--- config.mk ---
export PLATFORM = sky130hd
export DESIGN_NAME = dbf_scan_ctrl
export DESIGN_NICKNAME = d
export VERILOG_FILES = /design/src/rtl/dbf_scan_ctrl.sv
export SDC_FILE = /design/constraint.sdc
export NUM_CORES = 1
export LEC_CHECK = 0
export CAP_MARGIN = 40
export CORE_MARGIN = 5
export CORE_UTILIZATION = 30
export CTS_CLUSTER_DIAMETER = 40
export DETAILED_ROUTE_END_ITERATION = 8
export SETUP_SLACK_MARGIN = 0.4
export SYNTH_ARGS = -nofsm -noshare
export SYNTH_HDL_FRONTEND = slang
export SYNTH_SLANG_ARGS = --single-unit
--- constraint.sdc ---
create_clock -name clk -period 2.7 [get_ports clk]
set_input_delay 0.675 -clock clk [delete_from_list [all_inputs] [get_ports clk]]
set_output_delay 0.675 -clock clk [all_outputs]
set_load 0.02 [all_outputs]
--- src/rtl/dbf_scan_ctrl.sv ---
// Per-scan-line sequencer for the DBF channel array: LUT load, TX window, dead gap, RX window.
// Optional sticky overlapping-request flag req_err is enabled by defining DBF_SCAN_ERR_EN.
module dbf_scan_ctrl #(
    parameter int ADDR_WD   = 6,
    parameter int LUT_DEPTH = 64,
    parameter int TX_LEN    = 16,
    parameter int DEAD_LEN  = 8,
    parameter int RX_LEN    = 1024,
    parameter int NUM_LINES = 128,
    parameter int LINE_WD   = 7,
    parameter int CNT_WD    = 16
) (
    input  logic               clk,
    input  logic               rst_n,
    input  logic               line_req,
    input  logic               abort,
    output logic [ADDR_WD-1:0] dbf_lut_addr,
    output logic               dbf_lut_we,
    output logic               tx_en,
    output logic               start,
    output logic [LINE_WD-1:0] line_idx,
    output logic               busy,
    output logic               line_done,
`ifdef DBF_SCAN_ERR_EN
    output logic               req_err,
`endif
    output logic               frame_done
);

    typedef enum logic [2:0] {IDLE, LOAD, TX, GAP, RX, DONE} state_t;

    state_t             state_q, state_d;
    logic [CNT_WD-1:0]  cnt_q, cnt_d;
    logic [LINE_WD-1:0] line_q, line_d;
    logic [ADDR_WD-1:0] addr_q, addr_d;
    logic               we_q, we_d, tx_q, tx_d, start_q, start_d;
    logic               busy_q, busy_d, done_q, done_d, frame_q, frame_d;

    always_comb begin
        state_d = state_q;
        cnt_d   = cnt_q + CNT_WD'(1);
        line_d  = line_q;
        unique case (state_q)
            IDLE: begin
                cnt_d = '0;
                if (line_req && !abort) state_d = LOAD;
            end
            LOAD: if (cnt_q == CNT_WD'(LUT_DEPTH - 1)) begin
                cnt_d   = '0;
                state_d = TX;
            end
            TX: if (cnt_q == CNT_WD'(TX_LEN - 1)) begin
                cnt_d   = '0;
                state_d = (DEAD_LEN == 0) ? RX : GAP;
            end
            GAP: if (cnt_q == CNT_WD'(DEAD_LEN - 1)) begin
                cnt_d   = '0;
                state_d = RX;
            end
            RX: if (cnt_q == CNT_WD'(RX_LEN - 1)) begin
                cnt_d   = '0;
                state_d = DONE;
            end
            DONE: begin
                cnt_d   = '0;
                state_d = IDLE;
                line_d  = (line_q == LINE_WD'(NUM_LINES - 1)) ? '0 : line_q + LINE_WD'(1);
            end
            default: begin
                cnt_d   = '0;
                state_d = IDLE;
            end
        endcase
        // Abort cancels the line without advancing the line index.
        if (abort && state_q != IDLE) begin
            state_d = IDLE;
            cnt_d   = '0;
            line_d  = line_q;
        end
    end

    // Outputs are decoded from the next state so they register on the same edge as the state.
    always_comb begin
        we_d    = (state_d == LOAD);
        addr_d  = we_d ? ADDR_WD'(cnt_d) : '0;
        tx_d    = (state_d == TX);
        start_d = (state_d == RX);
        busy_d  = (state_d != IDLE);
        done_d  = (state_d == DONE);
        frame_d = done_d && (line_q == LINE_WD'(NUM_LINES - 1));
    end

    always_ff @(posedge clk or negedge rst_n) begin
        if (!rst_n) begin
            state_q <= IDLE;
            cnt_q   <= '0;
            line_q  <= '0;
            addr_q  <= '0;
            we_q    <= 1'b0;
            tx_q    <= 1'b0;
            start_q <= 1'b0;
            busy_q  <= 1'b0;
            done_q  <= 1'b0;
            frame_q <= 1'b0;
        end else begin
            state_q <= state_d;
            cnt_q   <= cnt_d;
            line_q  <= line_d;
            addr_q  <= addr_d;
            we_q    <= we_d;
            tx_q    <= tx_d;
            start_q <= start_d;
            busy_q  <= busy_d;
            done_q  <= done_d;
            frame_q <= frame_d;
        end
    end

`ifdef DBF_SCAN_ERR_EN
    logic req_err_q, req_err_d;

    always_comb begin
        req_err_d = abort ? 1'b0 : (req_err_q | (line_req & busy_q));
    end

    always_ff @(posedge clk or negedge rst_n) begin
        if (!rst_n) req_err_q <= 1'b0;
        else        req_err_q <= req_err_d;
    end

    assign req_err = req_err_q;
`endif

    assign dbf_lut_addr = addr_q;
    assign dbf_lut_we   = we_q;
    assign tx_en        = tx_q;
    assign start        = start_q;
    assign line_idx     = line_q;
    assign busy         = busy_q;
    assign line_done    = done_q;
    assign frame_done   = frame_q;

endmodule

==> metrics.csv, run 1 <==
metric,value,unit
run_status,"complete, no violations",
wire_per_inst,12.6,um
fin_crit,2140,ps
routed_wl,3540,um
ys_seq_elements,38,
synth_edf_count,0,
seq_power_share,49.2,%
clock_latency,290,ps
crit_buf_inv,0,
cts_max_level,2,
ios,23,
max_stage_delay,560,ps
overflow,0,
skew,8.79,ps
synth-simple-area-share,25.0,%
rows,28,
switching_share,29.0,%
grt_first_pass_wirelength,6040,um
grtUsageTotal,10.2,%
internal-power,0.907,mW
crit_cells,5,
path_max_fanout,12,
fin_tns_setup,0,ps
path_class,register to register,
maxSlewHeadroom,45.7,%
drtIter0Drc,66,
grt_pass1_vias,1337,
ir_drop,0.000406,V
initial_core_util,30.7,%
synth-compound-area-share,7.30,%
finalCritPeriodShare,79.3,%
combPwrFrac,19.7,%
syn_area,1820,um^2
cts_root_buf,clkbuf_8,
clkPwrFrac,31.1,%
postRouteAntennaNets,0,
hold_viol_final,0,
path_cells,or3b_4 > nor4b_4 > a21oi_1 > a2111o_1 > nor3_1,
cts.path.max_buffers,2,
fp.dieArea,7710,um^2
avgSynthCellArea,10.3,um^2
ys_warn_count,0,
ys_seq_area_share,52.3,%
die_h,87.8,um
cts_sinks,38,
synth_top_family_by_area,simple AND/OR/NAND/NOR gates,
antenna_found_initial,0,
powerDensity,572,nW/um^2
fin_util,37.7,%
total_leakage_power,0.955,nW
layout-drive-gt1-share,10.2,%
synthMuxAreaShare,1.72,%
cts_tree,built,
area_growth,23.0,%
synth_ff_type,dfrtp_1,
cp-end-kind,register,
remaining_drc_errors,0,
maxCapViolCount,0,
diodes,0,
cp_top_family,simple AND/OR/NAND/NOR gates,
drv_slew,0,
postCtsSetupBuffers,0,
start_kind,register,
finalSetupViolCount,0,
layout.nets,210,
numCtsBuffers,5,
synth_fa_ha_area_share,1.93,%
postCtsResizedCells,0,
power_switching,0.370,mW
hp-class,primary input to async pin,
die_x,87.8,um
cts_hold_buf,0,
synth-xor-area-share,8.68,%
gp_congestion,0.774,
grt_max_degree,39,
fmax,467,MHz
viasPerCell,4.90,
first_pass_iters,4,
cp.arrival,2350,ps
async_flop_share,100,%
cpMaxStageDelayCell,dfrtp_1,
worst_slew_pin_slew,815,ps
core_area,5920,um^2
r2r_cells,5,
clk_pin_slew_worst_paths,70,ps
hpwlAfterDp,2520,um
rsz0062_at_grt,yes,
ys_types,41,
vias,1371,
synthCells,177,
syn_nets,183,
port_buffers,22,
required,2910,ps
## cells in the mapped netlist (2+ instances only)
library cell / n / share of area [%]
dfrtp_1: 38 / 52
and2_1: 3 / 1.0
nor4_1: 4 / 1.4
a31o_2: 3 / 1.4
nand2_1: 9 / 1.9
inv_1: 5 / 1.0
nor3_1: 10 / 2.8
nor2_1: 25 / 5.2
mux2i_1: 2 / 1.1
xnor2_1: 12 / 5.8
o21bai_1: 2 / 0.83
a21oi_1: 5 / 1.4
clkbuf_1: 3 / 0.62
and3_1: 7 / 2.4
nand2b_1: 2 / 0.69
xor2_1: 6 / 2.9
o21ai_0: 2 / 0.55
nand4_1: 6 / 2.1
nand3_1: 10 / 2.8
ha_1: 2 / 1.4
## cell type report
type | instances | area [um^2]
fillers | 600 | 3690
well taps | 75 | 93.8
repair buffers | 26 | 248
clock buffers | 7 | 86.3
multi-input cells | 127 | 828
clock inverters | 1 | 5.00
flip-flops and latches | 38 | 951
inverters | 6 | 22.5
## registers in the layout (all words and copies together), names as in the netlist
signal / flops
busy: 1
cnt_q: 16
dbf_lut_addr: 6
dbf_lut_we: 1
frame_done: 1
line_done: 1
line_idx: 7
start: 1
state_q: 3
tx_en: 1
## path summary, 6_finish.rpt
kind | slack (ps) | from | end
setup / recovery | 560 | state_q[2]$_DFF_PN0_ | dbf_lut_addr[4]$_DFF_PN0_
hold / removal | 470 | rst_n | line_idx[4]$_DFFE_PN0P_
setup reg to reg | 560 | state_q[2]$_DFF_PN0_ | dbf_lut_addr[4]$_DFF_PN0_
hold reg to reg | 510 | cnt_q[0]$_DFF_PN0_ | cnt_q[0]$_DFF_PN0_
max in group asynchronous | 1720 | rst_n | cnt_q[7]$_DFF_PN0_
min in group clk | 510 | cnt_q[0]$_DFF_PN0_ | cnt_q[0]$_DFF_PN0_
## cells by family (layout without fill, tap and decap cells)
logic type | count (synthesis) | in the layout
and+or+nand+nor | 84 | 84
DFF | 38 | 38
AOI/OAI and AO/OA | 19 | 19
xor gates and xnor gates | 18 | 18
buffers and inverters | 12 | 40
adders and majority gates | 3 | 3
muxes | 3 | 3
## per-layer routing
| layer | routed length, um | track usage [%] | vias up |
|---|---|---|---|
| met5 | 0 | 0 | - |
| met4 | 100 | 6.14 | 0 |
| met3 | 190 | 2.63 | 9 |
| met2 | 1670 | 15.9 | 31 |
| met1 | 1580 | 12.7 | 657 |
| li1 | - | - | 674 |
## power by group through the flow
stage / Sequential (mW) / Clock [mW] / Combinational [mW]
finish: 0.628 / 0.397 / 0.252
global route: 0.635 / 0.438 / 0.281
floorplan: 0.657 / 0 / 0.143
detailed placement: 0.639 / 0 / 0.252
global placement: 0.639 / 0 / 0.251
CTS: 0.629 / 0.409 / 0.252
## placed cells by master, fill, tap and decap left out, drive strengths merged, types with 2 or more instances in the layout
cell           count
inv                6
o21ai              2
nand3             10
buf                5
ha                 2
o21bai             2
and3               7
clkdlybuf4s50     20
xnor2             12
and2               3
xor2               6
clkbuf             7
nor4               5
dfrtp             38
mux2i              2
nand4              6
nand2              9
nor3              11
nor2              25
nand2b             2
a31o               3
a21oi              5
## metrics by stage
step / setup WS (ps) / power [mW] / hold WS, ps / cell area [um^2] / cells
2_1_floorplan: 517 / 0.800 / 379 / 1820 / 177
3_3_place_gp: 193 / 0.890 / 506 / 2120 / 272
3_5_place_dp: 141 / 0.891 / 506 / 2120 / 272
4_1_cts: 439 / 1.29 / 507 / 2210 / 280
5_1_grt: 376 / 1.35 / 546 / 2230 / 280
6_report: 560 / 1.28 / 469 / 2230 / 280
No activity file was read; power rests on OpenSTA's default activity.
==> run 2, diff against run 1 <==
- clock period: 2.7 -> 2.2 ns (I/O delays scaled with it)
==> metrics.csv, run 2 (synthesis results as in run 1) <==
metric,value,unit
run_status,"complete, no violations",
cp_top_family,simple AND/OR/NAND/NOR gates,
drtIter0Drc,47,
placedInstanceArea,2240,um^2
die_h,87.8,um
finalSetupViolCount,0,
viasPerCell,4.83,
dp_slack,-67.6,ps
final_common_cell,dfrtp_1,
cts_tree,built,
powerDensity,726,nW/um^2
maxSlewHeadroom,64.5,%
first_pass_iters,4,
grt_pass1_vias,1411,
cpMaxStageDelayCell,a2111o_1,
grtUsageTotal,10.7,%
final_cell_mix,"dfrtp_1 (36), nor2_1 (25), buf_4 (16)",
fillers,593,
clock_latency,290,ps
numCtsBuffers,5,
layout-drive-gt1-share,24.7,%
hpwlAfterDp,2580,um
ir_drop,0.000363,V
gp_congestion,0.747,
finalCritPeriodShare,87.9,%
rsz0062_at_grt,yes,
cts_sinks,38,
fp.dieArea,7710,um^2
port_buffers,22,
path_cells,or3b_4 > nor4b_4 > a21oi_2 > a2111o_1 > inv_2 > and2_1,
fmax,517,MHz
area_growth,35.8,%
cp-end-kind,register,
top_register,cnt_q,
maxCapViolCount,0,
final_area,2470,um^2
wire_per_inst,12.7,um
setup_ws,266,ps
die_x,87.8,um
antenna_found_initial,0,
diodes,0,
cts_root_buf,clkbuf_8,
cp.arrival,2170,ps
fin_tns_setup,0,ps
rows,28,
drv_slew,0,
layout.nets,225,
core_area,5920,um^2
grt_max_degree,39,
cts.path.max_buffers,2,
hp-class,primary input to async pin,
start_kind,register,
remaining_drc_errors,0,
fin_crit,1930,ps
skew,5.93,ps
max_stage_delay,450,ps
cts_max_level,2,
path_class,register to register,
grt_first_pass_wirelength,6520,um
path_max_fanout,6,
initial_core_util,30.7,%
ios,23,
largest_reg_flops,16,
hold_viol_final,0,
routed_wl,3720,um
vias,1419,
postRouteAntennaNets,0,
overflow,0,
required,2430,ps
crit_buf_inv,1,
total_leakage_power,1.11,nW
clk_pin_slew_worst_paths,70,ps
worst_slew_pin_slew,528,ps
==> run 2: worst paths after layout <==
check / startpoint / to / slack (ps) / cells past startpoint
worst max-delay path: state_q[0]$_DFF_PN0_ / dbf_lut_addr[2]$_DFF_PN0_ / 270 / 6
worst min-delay path: rst_n / line_idx[6]$_DFFE_PN0P_ / 210 / 2
worst max register to register: state_q[0]$_DFF_PN0_ / dbf_lut_addr[2]$_DFF_PN0_ / 270 / 6
worst min register to register: line_idx[3]$_DFFE_PN0P_ / line_idx[3]$_DFFE_PN0P_ / 540 / 1
max in group asynchronous: rst_n / state_q[0]$_DFF_PN0_ / 1770 / 2
min in group clk: line_idx[3]$_DFFE_PN0P_ / line_idx[3]$_DFFE_PN0P_ / 540 / 1
==> run 2: metal layers <==
layer / GRT usage, % / share of wire (%) / vias up
met1: 12.7 / 45 / 694
met2: 18.7 / 49 / 19
li1: - / - / 700
met4: 2.93 / 1.2 / 0
met3: 3.48 / 5.3 / 6
met5: 0 / 0 / -
==> run 2: final cells by class <==
cell class	instances	area, um^2	area share [%]
inverter	6	22.5	0.913
sequential	38	953	38.6
multi-input combinational	127	905	36.7
clock inverter	1	30.0	1.22
clock buffer	6	82.6	3.35
timing repair buffer	41	380	15.4
tap	75	93.8	3.80
==> run 2: what timing repair did <==
action	CTS	global route
resized for setup	24	6
setup endpoints to repair	34	32
pin swaps	11	8
setup buffers	7	2
hold buffers	0	0
==> run 2: report_power, final <==
group          switching, mW  internal, mW  total, mW
Sequential            0.0167         0.739      0.756
Combinational          0.242         0.193      0.435
Clock                  0.237         0.363      0.600
==> run 2: per-stage QoR <==
step / util, % / power [mW] / cells / hold WS [ps]
2_1_floorplan: - / 0.996 / 177 / 254
3_5_place_dp: 37.8 / 1.14 / 278 / 503
4_1_cts: 41.2 / 1.79 / 292 / 219
6_report: 41.7 / 1.79 / 294 / 206
3_3_place_gp: 37.8 / 1.14 / 278 / 494
5_1_grt: 41.7 / 1.88 / 294 / 236
